**config.mk**
```make
export PLATFORM = sky130hd
export DESIGN_NAME = vga_pattern_writer_flat
export DESIGN_NICKNAME = d
export VERILOG_FILES = /design/src/rtl/vga_pkg.sv /design/src/rtl/vga_pattern_writer_if.sv /design/src/rtl/btn_debounce.sv /design/src/rtl/vga_pattern_writer.sv /design/src/flat_wrapper.sv
export SDC_FILE = /design/constraint.sdc
export NUM_CORES = 1
export LEC_CHECK = 0
export CORE_AREA = 2 2 94 69
export DETAILED_ROUTE_END_ITERATION = 10
export DIE_AREA = 0 0 96 71
export GPL_TIMING_DRIVEN = 1
export PLACE_DENSITY = 0.76
export REMOVE_ABC_BUFFERS = 1
export SYNTH_ARGS = -nofsm -noshare
export SYNTH_HDL_FRONTEND = slang
export SYNTH_HIERARCHICAL = 1
export SYNTH_SLANG_ARGS = --single-unit
```
**constraint.sdc**
```tcl
create_clock -name clk -period 2.7 [get_ports clk]
set_clock_uncertainty 0.15 [all_clocks]
set_input_delay 0.54 -clock clk [delete_from_list [all_inputs] [get_ports clk]]
set_output_delay 0.54 -clock clk [all_outputs]
set_load 0.05 [all_outputs]
```
**src/rtl/vga_pkg.sv**
```systemverilog
// Shared definitions for the VGA frame-buffer pattern writer.
//   DW         : pixel width (RGB 111)
//   *_VGA      : primary colour codes
//   state_e    : writer FSM encoding
//   bar_colour : colour of a bar index after rotation by an offset
package vga_pkg;

  localparam int unsigned DW = 3;

  localparam logic [DW-1:0] RED_VGA   = 3'b100;
  localparam logic [DW-1:0] GREEN_VGA = 3'b010;
  localparam logic [DW-1:0] BLUE_VGA  = 3'b001;

  typedef enum logic {
    IDLE = 1'b0,
    FILL = 1'b1
  } state_e;

  // Eight bars, colour index wraps mod 8.
  function automatic logic [DW-1:0] bar_colour(logic [2:0] bar, logic [2:0] offset);
    return bar + offset;
  endfunction

endpackage

```
**src/rtl/vga_pattern_writer_if.sv**
```systemverilog
// Frame-buffer write bus between the pattern writer and the dual-port buffer.
//   addr_out : buffer write address
//   data_out : pixel written
//   regwrite : write strobe, one word per cycle
//   busy     : fill in progress or pending
interface vga_pattern_writer_if #(
  parameter int unsigned AW = 8,
  parameter int unsigned DW = 3
);
  logic [AW-1:0] addr_out;
  logic [DW-1:0] data_out;
  logic          regwrite;
  logic          busy;

  modport master (
    output addr_out,
    output data_out,
    output regwrite,
    output busy
  );

  modport slave (
    input addr_out,
    input data_out,
    input regwrite,
    input busy
  );
endinterface

```
**src/rtl/btn_debounce.sv**
```systemverilog
// Button conditioner: 2-FF synchroniser, stability counter and rising-edge pulse.
//   clk_i   : clock
//   rst_ni  : asynchronous active-low reset
//   btn_i   : raw active-high button, asynchronous to clk_i
//   pulse_o : one-cycle pulse on each accepted press
module btn_debounce #(
  parameter int unsigned DEBOUNCE_CYCLES = 250000
) (
  input  logic clk_i,
  input  logic rst_ni,
  input  logic btn_i,
  output logic pulse_o
);
  localparam int unsigned CntW = $clog2(DEBOUNCE_CYCLES + 1);

  logic            sync1_q, sync2_q;
  logic            stable_q, stable_d;
  logic            pulse_q, pulse_d;
  logic [CntW-1:0] cnt_q, cnt_d;

  always_comb begin
    stable_d = stable_q;
    cnt_d    = '0;
    // Count consecutive cycles that disagree with the accepted level; any
    // agreeing cycle restarts the count.
    if (sync2_q != stable_q) begin
      if (cnt_q == CntW'(DEBOUNCE_CYCLES - 1)) begin
        stable_d = sync2_q;
      end else begin
        cnt_d = cnt_q + CntW'(1);
      end
    end
    pulse_d = stable_d & ~stable_q;
  end

  always_ff @(posedge clk_i or negedge rst_ni) begin
    if (!rst_ni) begin
      sync1_q  <= 1'b0;
      sync2_q  <= 1'b0;
      stable_q <= 1'b0;
      pulse_q  <= 1'b0;
      cnt_q    <= '0;
    end else begin
      sync1_q  <= btn_i;
      sync2_q  <= sync1_q;
      stable_q <= stable_d;
      pulse_q  <= pulse_d;
      cnt_q    <= cnt_d;
    end
  end

  assign pulse_o = pulse_q;
endmodule

```
**src/rtl/vga_pattern_writer.sv**
```systemverilog
// Fills the VGA frame buffer with eight rotating colour bars.
//   clk  : pixel clock
//   rst  : asynchronous active-low reset
//   bntr : raw button, rotate bars +1
//   bntl : raw button, rotate bars -1
//   bus  : frame-buffer write bus (addr_out, data_out, regwrite, busy)
module vga_pattern_writer
  import vga_pkg::*;
#(
  parameter int unsigned AW              = 8,
  parameter int unsigned DW              = vga_pkg::DW,
  parameter int unsigned DEBOUNCE_CYCLES = 250000
) (
  input  logic                 clk,
  input  logic                 rst,
  input  logic                 bntr,
  input  logic                 bntl,
  vga_pattern_writer_if.master bus
);
  logic r_pulse, l_pulse;

  btn_debounce #(.DEBOUNCE_CYCLES(DEBOUNCE_CYCLES)) u_deb_r (
    .clk_i  (clk),
    .rst_ni (rst),
    .btn_i  (bntr),
    .pulse_o(r_pulse)
  );

  btn_debounce #(.DEBOUNCE_CYCLES(DEBOUNCE_CYCLES)) u_deb_l (
    .clk_i  (clk),
    .rst_ni (rst),
    .btn_i  (bntl),
    .pulse_o(l_pulse)
  );

  state_e        state_q, state_d;
  logic [AW-1:0] cnt_q, cnt_d;
  logic [2:0]    offset_q, offset_d;
  logic [2:0]    delta_q, delta_d;
  logic          pending_q, pending_d;
  logic          start;

  always_comb begin
    state_d   = state_q;
    cnt_d     = cnt_q;
    offset_d  = offset_q;
    delta_d   = delta_q;
    pending_d = pending_q;
    start     = 1'b0;

    case (state_q)
      IDLE: begin
        if (pending_q) begin
          state_d = FILL;
          start   = 1'b1;
        end
      end
      FILL: begin
        cnt_d = cnt_q + AW'(1);
        if (cnt_q == '1) begin
          if (pending_q) begin
            start = 1'b1;
          end else begin
            // Park on the last address so outputs hold while idle.
            state_d = IDLE;
            cnt_d   = cnt_q;
          end
        end
      end
      default: state_d = IDLE;
    endcase

    // Offset only moves at a fill boundary, so each fill is uniform.
    if (start) begin
      cnt_d     = '0;
      offset_d  = offset_q + delta_q;
      delta_d   = '0;
      pending_d = 1'b0;
    end

    // Applied after the consume so a coinciding press starts a fresh delta.
    if (r_pulse && !l_pulse) begin
      delta_d   = delta_d + 3'd1;
      pending_d = 1'b1;
    end else if (l_pulse && !r_pulse) begin
      delta_d   = delta_d - 3'd1;
      pending_d = 1'b1;
    end
  end

  always_ff @(posedge clk or negedge rst) begin
    if (!rst) begin
      state_q   <= IDLE;
      cnt_q     <= '0;
      offset_q  <= '0;
      delta_q   <= '0;
      pending_q <= 1'b1;  // forces the power-up fill
    end else begin
      state_q   <= state_d;
      cnt_q     <= cnt_d;
      offset_q  <= offset_d;
      delta_q   <= delta_d;
      pending_q <= pending_d;
    end
  end

  assign bus.regwrite = (state_q == FILL);
  assign bus.addr_out = cnt_q;
  assign bus.data_out = DW'(bar_colour(cnt_q[AW-1 -: 3], offset_q));
  assign bus.busy     = (state_q == FILL) | pending_q;
endmodule
```
**src/flat_wrapper.sv**
```systemverilog
// flat-port wrapper written by rule: the top's interface ports become plain ports
module vga_pattern_writer_flat import vga_pkg::*;
#(
  parameter int unsigned AW              = 8,
  parameter int unsigned DW              = vga_pkg::DW,
  parameter int unsigned DEBOUNCE_CYCLES = 250000
)
  (clk, rst, bntr, bntl, bus_addr_out, bus_data_out, bus_regwrite, bus_busy);
  vga_pattern_writer_if #(.AW(AW), .DW(DW)) bus_i ();
  input  logic clk;
  input  logic rst;
  input  logic bntr;
  input  logic bntl;
  output wire logic [$bits(bus_i.addr_out)-1:0] bus_addr_out;
  output wire logic [$bits(bus_i.data_out)-1:0] bus_data_out;
  output wire logic [$bits(bus_i.regwrite)-1:0] bus_regwrite;
  output wire logic [$bits(bus_i.busy)-1:0] bus_busy;
  assign bus_addr_out = bus_i.addr_out;
  assign bus_data_out = bus_i.data_out;
  assign bus_regwrite = bus_i.regwrite;
  assign bus_busy = bus_i.busy;
  vga_pattern_writer #(.AW(AW), .DW(DW), .DEBOUNCE_CYCLES(DEBOUNCE_CYCLES)) u_core (.clk(clk), .rst(rst), .bntr(bntr), .bntl(bntl), .bus(bus_i));
endmodule
```
======== After elaboration in Yosys (flattened, before gate mapping) ========
Cells that the tools add are included.
cells by class
  $add $sub $neg .......................... 7
  equal/unequal tests ..................... 6
  mux-type cells .......................... 23
  bitwise operators ....................... 6
  reduce and logical (&&, ||, !) cells .... 7
operator list
  kind                                                                count
  18-bit 2-to-1 mux                                                   4
  18-bit by 1-bit adder with 18-bit output, second input constant     2
  18-bit equality test, second input constant                         2
  8-bit 2-to-1 mux                                                    4
  1-bit 2-to-1 mux                                                    10
  3-bit 2-to-1 mux                                                    3
  8-bit by 1-bit adder with 8-bit output, second input constant       1
  8-bit equality test, second input constant                          1
  3-bit adder                                                         2
  1-bit case mux with 2 select lines                                  2
  3-bit by 1-bit adder with 3-bit output, second input constant       1
  3-bit by 1-bit != test with 1-bit output, second input constant     1
  1-bit inverter                                                      3
  3-bit nonzero test                                                  1
  3-bit by 1-bit subtractor with 3-bit output, second input constant  1
  1-bit AND                                                           2
  1-bit logical AND                                                   2
  1-bit zero test                                                     2
  1-bit != test                                                       2
  2-bit AND reduction                                                 1
  2-bit nonzero test                                                  1
  1-bit OR                                                            1
word-level totals
  register bits ........................... 60
  bits of input ports ..................... 4
  output and inout port bits .............. 13
  word-level logic and storage cells ...... 64

======== Longest topological paths before layout ========
  depth in word-level cells ............... 7
  gate-level depth with buffers ........... 8
  depth with buffers taken out ............ 8

======== Hierarchy ========
The synthesis kept the hierarchy.
modules (own cells, without submodules)
  module              instances  cells an instance  area an instance (um^2)  seq. area each (um^2)
  btn_debounce        2          101                1063.5                   550.5
  vga_pattern_writer  1          103                1028.5                   401.6

======== Worst setup path before layout ========
OpenSTA, ideal clock, no wires.
  kind .................................... register to output
  start point ............................. reg u_core.cnt_q[5] (netlist: u_core/bus.addr_out[5])
  end point ............................... out bus_data_out[2]
  arrival time ............................ 2.175 ns
  data required time ...................... 2.010 ns
  slack ................................... -0.165 ns
  cell stages (with the launch flop) ...... 5
  buffers on the path ..................... 0
  path through ............................ dfrtp_1 -> ha_1 -> inv_1 -> fa_1 -> xnor2_1
on the way
  word-level cells in the longest chain between the ends .. 1
RTL lines
  item                      RTL line                   source
  start: declaration        vga_pattern_writer.sv:37   logic [AW-1:0] cnt_q, cnt_d;
  start signal: assignment  vga_pattern_writer.sv:100  cnt_q <= cnt_d;
  3-bit adder               vga_pkg.sv:21              return bar + offset;
  end: declaration          flat_wrapper.sv:15         output wire logic [$bits(bus_i.data_out)-1:0] bus_data_out;
Every way passes these cells.

======== Final worst setup path ========
  start point ............................. reg u_core.pending_q
  end point ............................... out bus_busy
on the way
  word-level cells in the longest chain between the ends .. 1
RTL lines
  item                      RTL line                   source
  start: declaration        vga_pattern_writer.sv:40   logic pending_q, pending_d;
  start signal: assignment  vga_pattern_writer.sv:103  pending_q <= pending_d;
  1-bit OR                  vga_pattern_writer.sv:110  assign bus.busy = (state_q == FILL) | pending_q;
  end: declaration          flat_wrapper.sv:17         output wire logic [$bits(bus_i.busy)-1:0] bus_busy;
Every way passes these cells.

==> impl_results.md <==
* Distinct cells, synth at 50
* Routed vias at about 2300
* Worst EP required at 2.01 ns
* Synth Register Bits at 60
* Port Buffers at 16
* RSZ-0062 raised after global routing: no
* Cell count after synthesis at around 310
* Starting density of the core at roughly 53%
* Total wire length at between 5 and 6 mm
* Via/cell ratio at 5.467
* Htree depth at 3
* CP arrival at 1.90 ns
* Cts-stage hold buffer count at 0
* Initial antenna violation count at 0
* CTS Root Cell: clkbuf_8
* CTS buffer count at 9
* Measured slew at the worst slew-check pin at 0.7698 ns
* RD Place Congestion at slightly above 0.8
* Aggregate global-route resource usage at 19.18%
* CP max FO at 9
* LEAKAGE at 1.498 nW
* Hold Path Class: in2async
* Pwr/cell area at around 460 nW/um^2
* Post-route ant nets at 0
* Fill cells at 502
* DRT Pass-1 Iters at 4
* Vias in the first global route at 2167
* Die height at 71 microns
* Largest net degree at the start of global routing at 61
* CP startpoint kind: flop
* Post-synth EDFFs at 0
* Remaining routing DRC violations at 0
* Status: completed
* Iter 0 DRT Violations at around 100
* F_max at between 300 and 400 MHz
* Diode count at 0
* Core footprint at 5976 sq um
* Clock-pin slew on the worst setup and hold paths at about 0.060 ns
* Syn avg cell area at ~10 sq um
* Wire per inst at between 10 and 15 microns
* VDD IR max at approximately 0.00025 V
* Max Slew Vio Count at 0
* # resized after CTS at 0
* First-pass GRT wire length at 9.956 mm
* FF-to-FF path depth at 7
* R2R Path End: u_core/delta_q[1]
* R2R Path Start: u_core/bus.addr_out[0]
* Sequential area share after synthesis at a little under half
* CTS tree: yes
* Top Ports at 17
* Worst R2R Setup Slack at 0.51 ns
* Fin crit period at roughly 2.6 ns
* Most frequent cells in the layout: dfrtp_1, nor2_1, xnor2_1, nand2_1, nand3_1
* Placed Area at between 3000 and 4000 sq um
* Commonest non-fill, non-tap cell in the layout: dfrtp_1
* Placement Rows at 24
* Post-synthesis to final-layout area growth at 13.32%
* Congestion Overflow GR at 0
* Fin Setup TNS at 0 ns
* Final setup viols at 0
* Post-CTS Setup Repair Bufs at 0
* Share of post-route cells with drive strength above 1 at between 10% and 20%
* Count of final hold-check violations at 0
* Die X-Extent at 96 microns
* Clock Latency Late Sink at around 0.33 ns
* HPWL Detailed at about 4.0 mm
* Cell area after layout at 3576 sq um
* Synth Cell Area at 3156 sq um
* Period utilization at 96.06%
* Top_reg_cell synth: dfrtp_1
* Maxcap violations at 0
* Nets at ~340
* Clock sinks at 60
* Max clock buf depth at 2
* Crit path capture type: output port
* Total die area at between 6000 and 7000 sq um
* Number of warnings issued by yosys at 6
* Max-slew headroom at 48.68%
* Async SR Flop Fraction at 100.0%
* Crit path kind: reg2out
==> worst max path at each step <==
stage                     slack, ns  cells past startpoint              startpoint              end
after floorplan               -0.17                      4  u_core/bus.addr_out[5]  bus_data_out[2]
after global placement         0.49                      2        u_core/pending_q         bus_busy
after detailed placement       0.47                      2        u_core/pending_q         bus_busy
after CTS                      0.09                      2        u_core/pending_q         bus_busy
after global routing           0.02                      2        u_core/pending_q         bus_busy
final                          0.11                      2        u_core/pending_q         bus_busy
==> kinds of logic after synthesis <==
family	share of synthesized area, %
xor gates and xnor gates	10.27
AOI/OAI and AO/OA	8.129
muxes	1.507
and+or+nand+nor	24.70
DFF	47.62
buffers and inverters	3.331
adders and majority gates	4.441
==> critical path, stage by stage (launching register included) <==
cell and delay [ns]:
dfstp_2 0.64, or2_2 0.14, clkdlybuf4s50_1 0.78
==> registers in the layout (all words and copies together), names as in the netlist <==
signal and cells:
u_core/pending_q 1, u_core/u_deb_l/sync1_q 1, u_core/u_deb_l/sync2_q 1, u_core/u_deb_l/stable_q 1
u_core/bus.addr_out 8, u_core/u_deb_r/sync1_q 1, u_core/u_deb_l/pulse_o 1, u_core/u_deb_l/cnt_q 18
u_core/u_deb_r/pulse_o 1, u_core/u_deb_r/cnt_q 18, u_core/u_deb_r/stable_q 1, u_core/delta_q 3
u_core/bus.regwrite 1, u_core/u_deb_r/sync2_q 1, u_core/offset_q 3
==> cells in the mapped netlist, types with 3 or more instances <==
master | instances | area (sq um)
dfrtp_1 | 59 | 1476
nor2_1 | 40 | 150.1
xnor2_1 | 22 | 192.7
nand2_1 | 20 | 75.07
nand3_1 | 18 | 90.09
inv_1 | 16 | 60.06
xor2_1 | 15 | 131.4
nor4_1 | 14 | 87.58
nand4_1 | 11 | 68.82
o21ai_0 | 10 | 50.05
ha_1 | 8 | 100.1
a21oi_1 | 6 | 30.03
nand2b_1 | 5 | 31.28
nor3_1 | 5 | 25.02
buf_6 | 3 | 33.78
clkbuf_1 | 3 | 11.26
or3_1 | 3 | 18.77
==> per-layer routing <==
layer | track usage [%] | vias up | wire [microns]
met2 | 29.71 | 45 | 2620
met5 | 0 | - | 0
li1 | - | 1122 | -
met3 | 7.348 | 6 | 227
met1 | 25.12 | 1085 | 2830
met4 | 5.714 | 0 | 50
==> through the flow <==
step / hold slack (ns) / cells / total power [mW] / setup slack (ns) / util [%]
after floorplan: 0.09441 / 299 / 0.9558 / -0.1650 / -
after global placement: 0.1893 / 397 / 0.9871 / 0.4868 / 57.12
after detailed placement: 0.1847 / 397 / 0.9891 / 0.4653 / 57.12
after CTS: 0.2000 / 413 / 1.681 / 0.08727 / 59.84
after global routing: 0.2033 / 413 / 1.732 / 0.02329 / 59.84
final: 0.1910 / 413 / 1.648 / 0.1063 / 59.84
==> report_power, final <==
part	total [mW]	switching, mW	internal [mW]
registers	0.920	0.0106	0.910
logic	0.0509	0.0341	0.0168
clock network	0.677	0.321	0.356
total	1.65	0.366	1.28
==> layout make-up <==
class / instances / area [sq um] / share of cell area (%)
multi-input cells: 223 / 1548 / 43.28
flip-flops and latches: 60 / 1503 / 42.02
repair buffers: 20 / 205.2 / 5.738
clock buffers: 14 / 152.6 / 4.269
well taps: 78 / 97.59 / 2.729
inverters: 16 / 60.06 / 1.679
clock inverters: 2 / 10.01 / 0.2799
No activity file was read; power rests on OpenSTA's default activity.
